[config.mk]
export PLATFORM = sky130hd
export DESIGN_NAME = chunked_addsub
export DESIGN_NICKNAME = d
export VERILOG_FILES = /design/src/rtl/chunked_addsub.sv
export SDC_FILE = /design/constraint.sdc
export NUM_CORES = 1
export LEC_CHECK = 0
export ABC_CLOCK_PERIOD_IN_PS = 3000
export CORE_ASPECT_RATIO = 1.1
export CORE_MARGIN = 4
export CORE_UTILIZATION = 25
export CTS_BUF_LIST = sky130_fd_sc_hd__clkbuf_2 sky130_fd_sc_hd__clkbuf_4 sky130_fd_sc_hd__clkbuf_8
export DETAILED_ROUTE_END_ITERATION = 6
export PLACE_DENSITY = 0.49
export SLEW_MARGIN = 10
export SYNTH_ARGS = -nofsm -noshare
export SYNTH_HDL_FRONTEND = slang
export SYNTH_SLANG_ARGS = --single-unit
[constraint.sdc]
create_clock -name clk -period 3 [get_ports clk]
set_clock_uncertainty 0.15 [all_clocks]
set_input_delay 0.6 -clock clk [delete_from_list [all_inputs] [get_ports clk]]
set_output_delay 0.6 -clock clk [all_outputs]
set_load 0.01 [all_outputs]
[src/rtl/chunked_addsub.sv]
// Multi-cycle add/subtract unit: adds CHUNK bits per cycle with a ripple carry
// held between cycles, valid/ready handshakes on both sides, and result flags.
module chunked_addsub #(
  parameter int WIDTH = 10,
  parameter int CHUNK = 2
) (
  input  logic             clk,
  input  logic             rst,
  input  logic             in_valid,
  output logic             in_ready,
  input  logic [WIDTH-1:0] a,
  input  logic [WIDTH-1:0] b,
  input  logic             op_sub,
  output logic             out_valid,
  input  logic             out_ready,
  output logic [WIDTH-1:0] result,
  output logic             cout,
  output logic             ovf,
  output logic             zero,
  output logic             neg,
  output logic             lt_u
);

  localparam int NCHUNK = WIDTH / CHUNK;
  localparam int IDXW   = (NCHUNK > 1) ? $clog2(NCHUNK) : 1;

  typedef enum logic [1:0] {
    IDLE = 2'd0,
    RUN  = 2'd1,
    DONE = 2'd2
  } state_t;

  state_t           state_r;
  state_t           state_s;
  logic [IDXW-1:0]  idx_r;
  logic [WIDTH-1:0] op_a_r;
  logic [WIDTH-1:0] op_b_r;
  logic [WIDTH-1:0] acc_r;
  logic [WIDTH-1:0] acc_s;
  logic [WIDTH-1:0] result_r;
  logic             op_r;
  logic             carry_r;
  logic             cout_r;
  logic             ovf_r;
  logic             zero_r;
  logic             neg_r;
  logic             lt_u_r;
  logic [CHUNK:0]   sum_s;
  logic             last_s;

  // State register
  always_ff @(posedge clk) begin
    if (rst) begin
      state_r <= IDLE;
    end else begin
      state_r <= state_s;
    end
  end

  // Next-state logic
  always_comb begin
    state_s = state_r;
    case (state_r)
      IDLE: begin
        if (in_valid) begin
          state_s = RUN;
        end else begin
          state_s = IDLE;
        end
      end
      RUN: begin
        if (last_s) begin
          state_s = DONE;
        end else begin
          state_s = RUN;
        end
      end
      DONE: begin
        if (out_ready) begin
          state_s = IDLE;
        end else begin
          state_s = DONE;
        end
      end
      default: state_s = IDLE;
    endcase
  end

  // Handshake outputs decoded from the state flop
  always_comb begin
    in_ready  = 1'b0;
    out_valid = 1'b0;
    case (state_r)
      IDLE:    in_ready  = 1'b1;
      DONE:    out_valid = 1'b1;
      default: begin
        in_ready  = 1'b0;
        out_valid = 1'b0;
      end
    endcase
  end

  // One chunk of the ripple add, merged into the working accumulator
  always_comb begin
    sum_s = {1'b0, op_a_r[idx_r*CHUNK +: CHUNK]}
          + {1'b0, op_b_r[idx_r*CHUNK +: CHUNK]}
          + {{CHUNK{1'b0}}, carry_r};
    acc_s = acc_r;
    acc_s[idx_r*CHUNK +: CHUNK] = sum_s[CHUNK-1:0];
    last_s = (idx_r == IDXW'(NCHUNK - 1));
  end

  // Operand capture, chunk stepping and result/flag registers.
  // The visible result only changes on completion; partial sums live in acc_r.
  always_ff @(posedge clk) begin
    if (rst) begin
      idx_r    <= '0;
      op_a_r   <= '0;
      op_b_r   <= '0;
      acc_r    <= '0;
      op_r     <= 1'b0;
      carry_r  <= 1'b0;
      result_r <= '0;
      cout_r   <= 1'b0;
      ovf_r    <= 1'b0;
      zero_r   <= 1'b0;
      neg_r    <= 1'b0;
      lt_u_r   <= 1'b0;
    end else begin
      case (state_r)
        IDLE: begin
          if (in_valid) begin
            op_a_r  <= a;
            op_b_r  <= op_sub ? ~b : b;
            op_r    <= op_sub;
            carry_r <= op_sub;
            idx_r   <= '0;
          end
        end
        RUN: begin
          acc_r   <= acc_s;
          carry_r <= sum_s[CHUNK];
          if (last_s) begin
            result_r <= acc_s;
            cout_r   <= sum_s[CHUNK];
            ovf_r    <= (op_a_r[WIDTH-1] == op_b_r[WIDTH-1]) &&
                        (acc_s[WIDTH-1] != op_a_r[WIDTH-1]);
            zero_r   <= (acc_s == '0);
            neg_r    <= acc_s[WIDTH-1];
            lt_u_r   <= op_r & ~sum_s[CHUNK];
          end else begin
            idx_r <= idx_r + IDXW'(1);
          end
        end
        default: begin
          idx_r <= idx_r;
        end
      endcase
    end
  end

  assign result = result_r;
  assign cout   = cout_r;
  assign ovf    = ovf_r;
  assign zero   = zero_r;
  assign neg    = neg_r;
  assign lt_u   = lt_u_r;

endmodule

# Word-level counts from Yosys, hierarchy flattened
# Cells that the tools add are included.
# totals
out_inout_bits,17
register_bits,52
input_bits,25
# classes
mux,13
n_addsub,4
shift,4
n_eq_ne,7
reduce_logical,8
bitwise,3
# ops
op,n
$neg 4->34,1
$shift 2x34->10 const A,1
$shiftx 2x34->10,1
$shiftx 10x5->2,2
$bwmux 10,1
$logic_not 10->1,1
$mux 10,1
$not 10->10,1
$mux 3,2
$pmux 2 s3,1
$pmux 3 s2,1
$reduce_and 2->1,3
$mux 1,4
$mux 2,2
$ne 2x2->1 const B,2
$add 2x2->3,1
$add 3x1->3,1
$add 3x1->3 const B,1
$eq 3x3->1 const B,1
$reduce_and 3->1,1
$eq 2x1->1 const B,1
$eq 2x2->1 const B,1
$logic_not 2->1,1
$pmux 1 s2,1
other kinds (6),6

# Longest topological paths before layout
# depth
depth_word,7
mapped_depth,12
ltp_nobuf,11

# Worst setup path before layout
# Ideal clock, no wire load.
# synth_path
path_kind,reg-to-reg
start,register idx_r[0]
end,"register ovf_r, in the netlist ovf"
n_path_buf,1
path_stages_with_launch,10
setup_ns,0.091
arrival_time_ns,2.828
period_less_slack_ns,3.069
required_time_ns,2.759
setup_slack_ns,-0.069
cell_sequence,dfxtp_1 buf_6 mux4_1 nand2_1 o31ai_1 fa_1 fa_1 mux2i_1 or3_1 a311oi_1
# synth_via
elab_chain_cells,7
word_cells_on_any_way,12
# synth_lines
item,line,text
start: declaration,35,logic [IDXW-1:0] idx_r;
start signal: assignment,152,idx_r <= idx_r + IDXW'(1);
start signal: assignment,156,idx_r <= idx_r;
"$shiftx 10x5->2, on equally long branches","105, 106",
$add 2x2->3,106,"+ {1'b0, op_b_r[idx_r*CHUNK +: CHUNK]}"
$add 3x1->3,107,"+ {{CHUNK{1'b0}}, carry_r};"
$shiftx 2x34->10,109,acc_s[idx_r*CHUNK +: CHUNK] = sum_s[CHUNK-1:0];
$bwmux 10,109,
$ne 1x1->1,147,(acc_s[WIDTH-1] != op_a_r[WIDTH-1]);
$logic_and 1x1->1,146,ovf_r <= (op_a_r[WIDTH-1] == op_b_r[WIDTH-1]) &&
end signal: assignment,146,
end: declaration,44,logic ovf_r;
# Several ways; a longest one is shown, not always the timed one.
# A chain may end at the register's enable or synchronous reset.

# Worst setup path in the final report
# layout_path
start,register idx_r[0]
end,"register zero_r, in the netlist zero"
# layout_via
elab_chain_cells,6
word_cells_on_any_way,11
# layout_lines
item,line,text
"$shiftx 10x5->2, on equally long branches","105, 106",
$add 2x2->3,106,
$add 3x1->3,107,
$shiftx 2x34->10,109,
$bwmux 10,109,
$logic_not 10->1,148,zero_r <= (acc_s == '0);
end signal: assignment,148,
end: declaration,45,logic zero_r;
# Several ways; a longest one is shown, not always the timed one.

==> tab_implementation.tex <==
\begin{tabular}{lr}
\hline
Metric & Value \\
\hline
\multicolumn{2}{l}{\textbf{Outcome}} \\
Status & finished, final reports clean \\
\multicolumn{2}{l}{\textbf{Timing}} \\
Tightest slew margin relative to the limit & 0.3531 \\
Transition time at the pin with the least slew margin & 970.4 ps \\
Hold violation count in the final report & 0 \\
Minimum setup slack in the final design & just under 100 ps \\
Final critical-path required period & just under 3000 ps \\
Count of final max-slew check failures & 0 \\
Setup Viol. Count Final & 0 \\
Tcrit/Tclk final & 0.9679 \\
Post-Route Hold Slack & 311.1 ps \\
F\_max & 344.4 MHz \\
Unrepaired setup endpoints after global routing & no \\
\multicolumn{2}{l}{\textbf{Floorplanning}} \\
Number of cell rows & 38 \\
Core Region & 9889 µm² \\
Chip Width & about 100 µm \\
\# IOs & 42 \\
Initial standard-cell utilization of the core & 0.2572 \\
Die area & 11,850 µm² \\
Vert. Die Dim & 113.8 µm \\
\multicolumn{2}{l}{\textbf{Routing}} \\
Initial DRC Count & 93 \\
Number of vias per cell after detailed routing & 4.547 \\
Sum of routed wire length over all layers & about 5900 µm \\
Via count & a little over 2,000 \\
Count of nets left with antenna violations after detail routing & 0 \\
Count of TritonRoute iterations in the first routing pass & 4 \\
\# DRC & 0 \\
Final routed wire length divided by cell count & about 13 µm \\
\multicolumn{2}{l}{\textbf{GRT}} \\
Initial antenna violation count & 0 \\
Global Route Usage Sum & 0.1017 \\
Vias in the first global route & 1,985 \\
Largest net degree at the start of global routing & 53 \\
Wire length of the first global-routing pass & between 9000 and 10,000 µm \\
Total overflow reported by the global router & 0 \\
\multicolumn{2}{l}{\textbf{Placement}} \\
Placed Cells & 438 \\
Final HPWL DP & 4431 µm \\
GP Congestion & 0.7703 \\
Instance area after placement & 3068 µm² \\
Input/output buffers & 41 \\
DP Worst Slack & 12.10 ps \\
\multicolumn{2}{l}{\textbf{Synthesis}} \\
Most used DFF post-synth & sky130\_fd\_sc\_hd\_\_dfxtp\_1 \\
Syn nets & approximately 320 \\
Share of flip-flops with an asynchronous set or reset after synthesis & 0 \\
Number of warnings issued by yosys & 0 \\
Netlist area before placement & approximately 2500 µm² \\
Number of cells produced by synthesis & 287 \\
Yosys reg bits & 51 \\
Post-synth EDFFs & 0 \\
Part of the Yosys area used for sequential elements & 0.4014 \\
Synth cell types & 43 \\
Average size of a mapped cell & 8.863 µm² \\
\multicolumn{2}{l}{\textbf{Clock tree}} \\
Clk Latency, worst-skew pair & 300 ps \\
Max Buffers Root-to-Sink & 2 \\
Clock tree from TritonCTS & done \\
Clock transition at the registers of the reported paths & 100 ps \\
Number of clock sinks & 51 \\
Number of buffers created by CTS & 5 \\
CTS H-Tree Depth & 2 \\
Clock root cell & sky130\_fd\_sc\_hd\_\_clkbuf\_8 \\
Setup Fix Bufs, Post-CTS & 0 \\
Cts hold-fix bufs & 0 \\
\multicolumn{2}{l}{\textbf{Cells and area}} \\
Final instance area & 3208 µm² \\
Antenna cells & 0 \\
Nets & 359 \\
Signed area change from the synthesized netlist to the final layout & 26.12\% \\
Filler instances & 1,078 \\
Share of cells above drive strength 1 & 0.1350 \\
Post-route insts no fill & 446 \\
\multicolumn{2}{l}{\textbf{Worst setup path}} \\
Arrival time at the worst endpoint & $\sim$3000 ps \\
Worst setup path category & reg2reg \\
Critical-path top delay cell & sky130\_fd\_sc\_hd\_\_fa\_2 \\
Critical path's largest stage delay & about 610 ps \\
Startpoint kind of the worst setup timing path & flip-flop \\
Largest delay contributor family on the critical path & adder cells \\
Crit path cell chain & mux4\_2 > nand2\_2 > o31ai\_2 > fa\_2 > fa\_2 > and2b\_2 > nor2\_1 > mux2\_2 > nand4\_1 > o31ai\_1 \\
Endpoint kind of the worst setup timing path & flip-flop \\
Maximum fanout encountered on the critical timing path & 6 \\
CP most frequent cell & sky130\_fd\_sc\_hd\_\_fa\_2 \\
Worst Path Buf+Inv & 0 \\
CP required & 3050 ps \\
\multicolumn{2}{l}{\textbf{Power}} \\
Design internal power & around 1.1 mW \\
Combinational share of power & 0.204 \\
Flop pwr share & 0.498 \\
Net switching fraction of the power & 0.2840 \\
Leakage dissipation & 1.104 nW \\
Clock power share & 0.298 \\
Maximum ir drop on the vdd rail & approximately 0.17 mV \\
Overall power & 1.479 mW \\
Pwr dens & 461.1 nW/µm² \\
Sw power & 0.4201 mW \\
\multicolumn{2}{l}{\textbf{Run}} \\
Number of maximum-capacitance violations & 0 \\
\multicolumn{2}{l}{\textbf{Worst hold path}} \\
Min-delay worst type & reg2reg \\
\hline
\end{tabular}
## layout by cell type (no fill, tap or decap), types with 6 or more instances in the layout
cell | netlist | layout
sky130_fd_sc_hd__clkdlybuf4s50_1 | 0 | 40
sky130_fd_sc_hd__a211oi_1 | 27 | 27
sky130_fd_sc_hd__xnor2_1 | 11 | 11
sky130_fd_sc_hd__buf_4 | 1 | 12
sky130_fd_sc_hd__mux2i_1 | 18 | 17
sky130_fd_sc_hd__dfxtp_1 | 51 | 49
sky130_fd_sc_hd__nor2_1 | 46 | 44
sky130_fd_sc_hd__nand2_1 | 34 | 33
sky130_fd_sc_hd__ha_1 | 7 | 7
sky130_fd_sc_hd__a21oi_1 | 22 | 22
sky130_fd_sc_hd__clkbuf_8 | 1 | 6
## flip-flops by register name, indices dropped and copies added (netlist names)
| signal | cells |
|---|---|
| cout | 1 |
| lt_u | 1 |
| op_b_r | 10 |
| carry_r | 1 |
| zero | 1 |
| op_r | 1 |
| acc_r | 10 |
| idx_r | 3 |
| state_r | 2 |
| op_a_r | 10 |
| result | 10 |
| ovf | 1 |
## cell type report
| type | instances | area (µm²) | share of cell area |
|---|---|---|---|
| multi-input combinational | 210 | 1418 | 0.4419 |
| timing repair buffer | 54 | 506.7 | 0.1580 |
| clock inverter | 1 | 8.758 | 0.002730 |
| inverter | 3 | 11.26 | 0.003510 |
| tap | 120 | 150.1 | 0.04680 |
| sequential | 51 | 1023 | 0.3190 |
| clock buffer | 7 | 90.09 | 0.02808 |
## metal layers
layer / share of wire / GRT usage
met5: 0 / 0
met4: 0.0092 / 0.02926
met3: 0.033 / 0.02151
met2: 0.49 / 0.1803
met1: 0.47 / 0.1248
## cells in the mapped netlist (all sizes together), types with 3 or more instances
cell type,n,share of area
inv,3,0.0044
a211oi,27,0.080
buf,6,0.022
xnor2,11,0.038
nor2,46,0.068
dfxtp,51,0.40
o22ai,3,0.0074
nand2,34,0.050
nand3,4,0.0079
mux2i,18,0.071
nor2b,4,0.0098
or3,3,0.0093
nand3b,4,0.012
a21oi,22,0.043
nor3b,3,0.0089
ha,7,0.034
clkbuf,16,0.029
## logic make-up after synthesis
kind of cell / Yosys count / share of synthesized area
buf+inv: 26 / 0.05902
xor+xnor: 11 / 0.03787
flops: 51 / 0.4014
mux: 20 / 0.08559
simple gates: 111 / 0.2076
fa+ha+maj: 9 / 0.05017
compound gates: 59 / 0.1584
## repair_timing
item	CTS	global route
endpoints found under the setup margin	3	6
pin swaps	0	5
hold endpoints to repair	0	0
resized for setup	1	10
## worst min-delay path, delay by kind of cell (launching register included)
family / cells / cell delay (ps)
simple gates: 1 / 50
compound gates: 1 / 50
flops: 1 / 320
## power groups by stage
stage	Clock [mW]	Sequential, mW	Combinational (mW)
final	0.441	0.737	0.301
after global routing	0.475	0.743	0.334
after CTS	0.450	0.737	0.297
after detailed placement	0	0.753	0.295
after global placement	0	0.752	0.292
after floorplan	0	0.745	0.215
## worst paths after layout
path	start	end	slack, ps	depth (start not counted)
setup / recovery	idx_r[0]	zero	100	10
hold / removal	op_a_r[4]	op_a_r[4]	310	2
hold reg to reg	op_a_r[4]	op_a_r[4]	310	2
setup reg to reg	idx_r[0]	zero	100	10
## stage by stage
| step | setup TNS, ps | utilization |
|---|---|---|
| floorplan | -13.10 | - |
| global route | 0 | 0.3244 |
| detailed placement | 0 | 0.3102 |
| CTS | 0 | 0.3205 |
| finish | 0 | 0.3244 |
| global placement | 0 | 0.3102 |
Power figures use the tool's default switching activity.
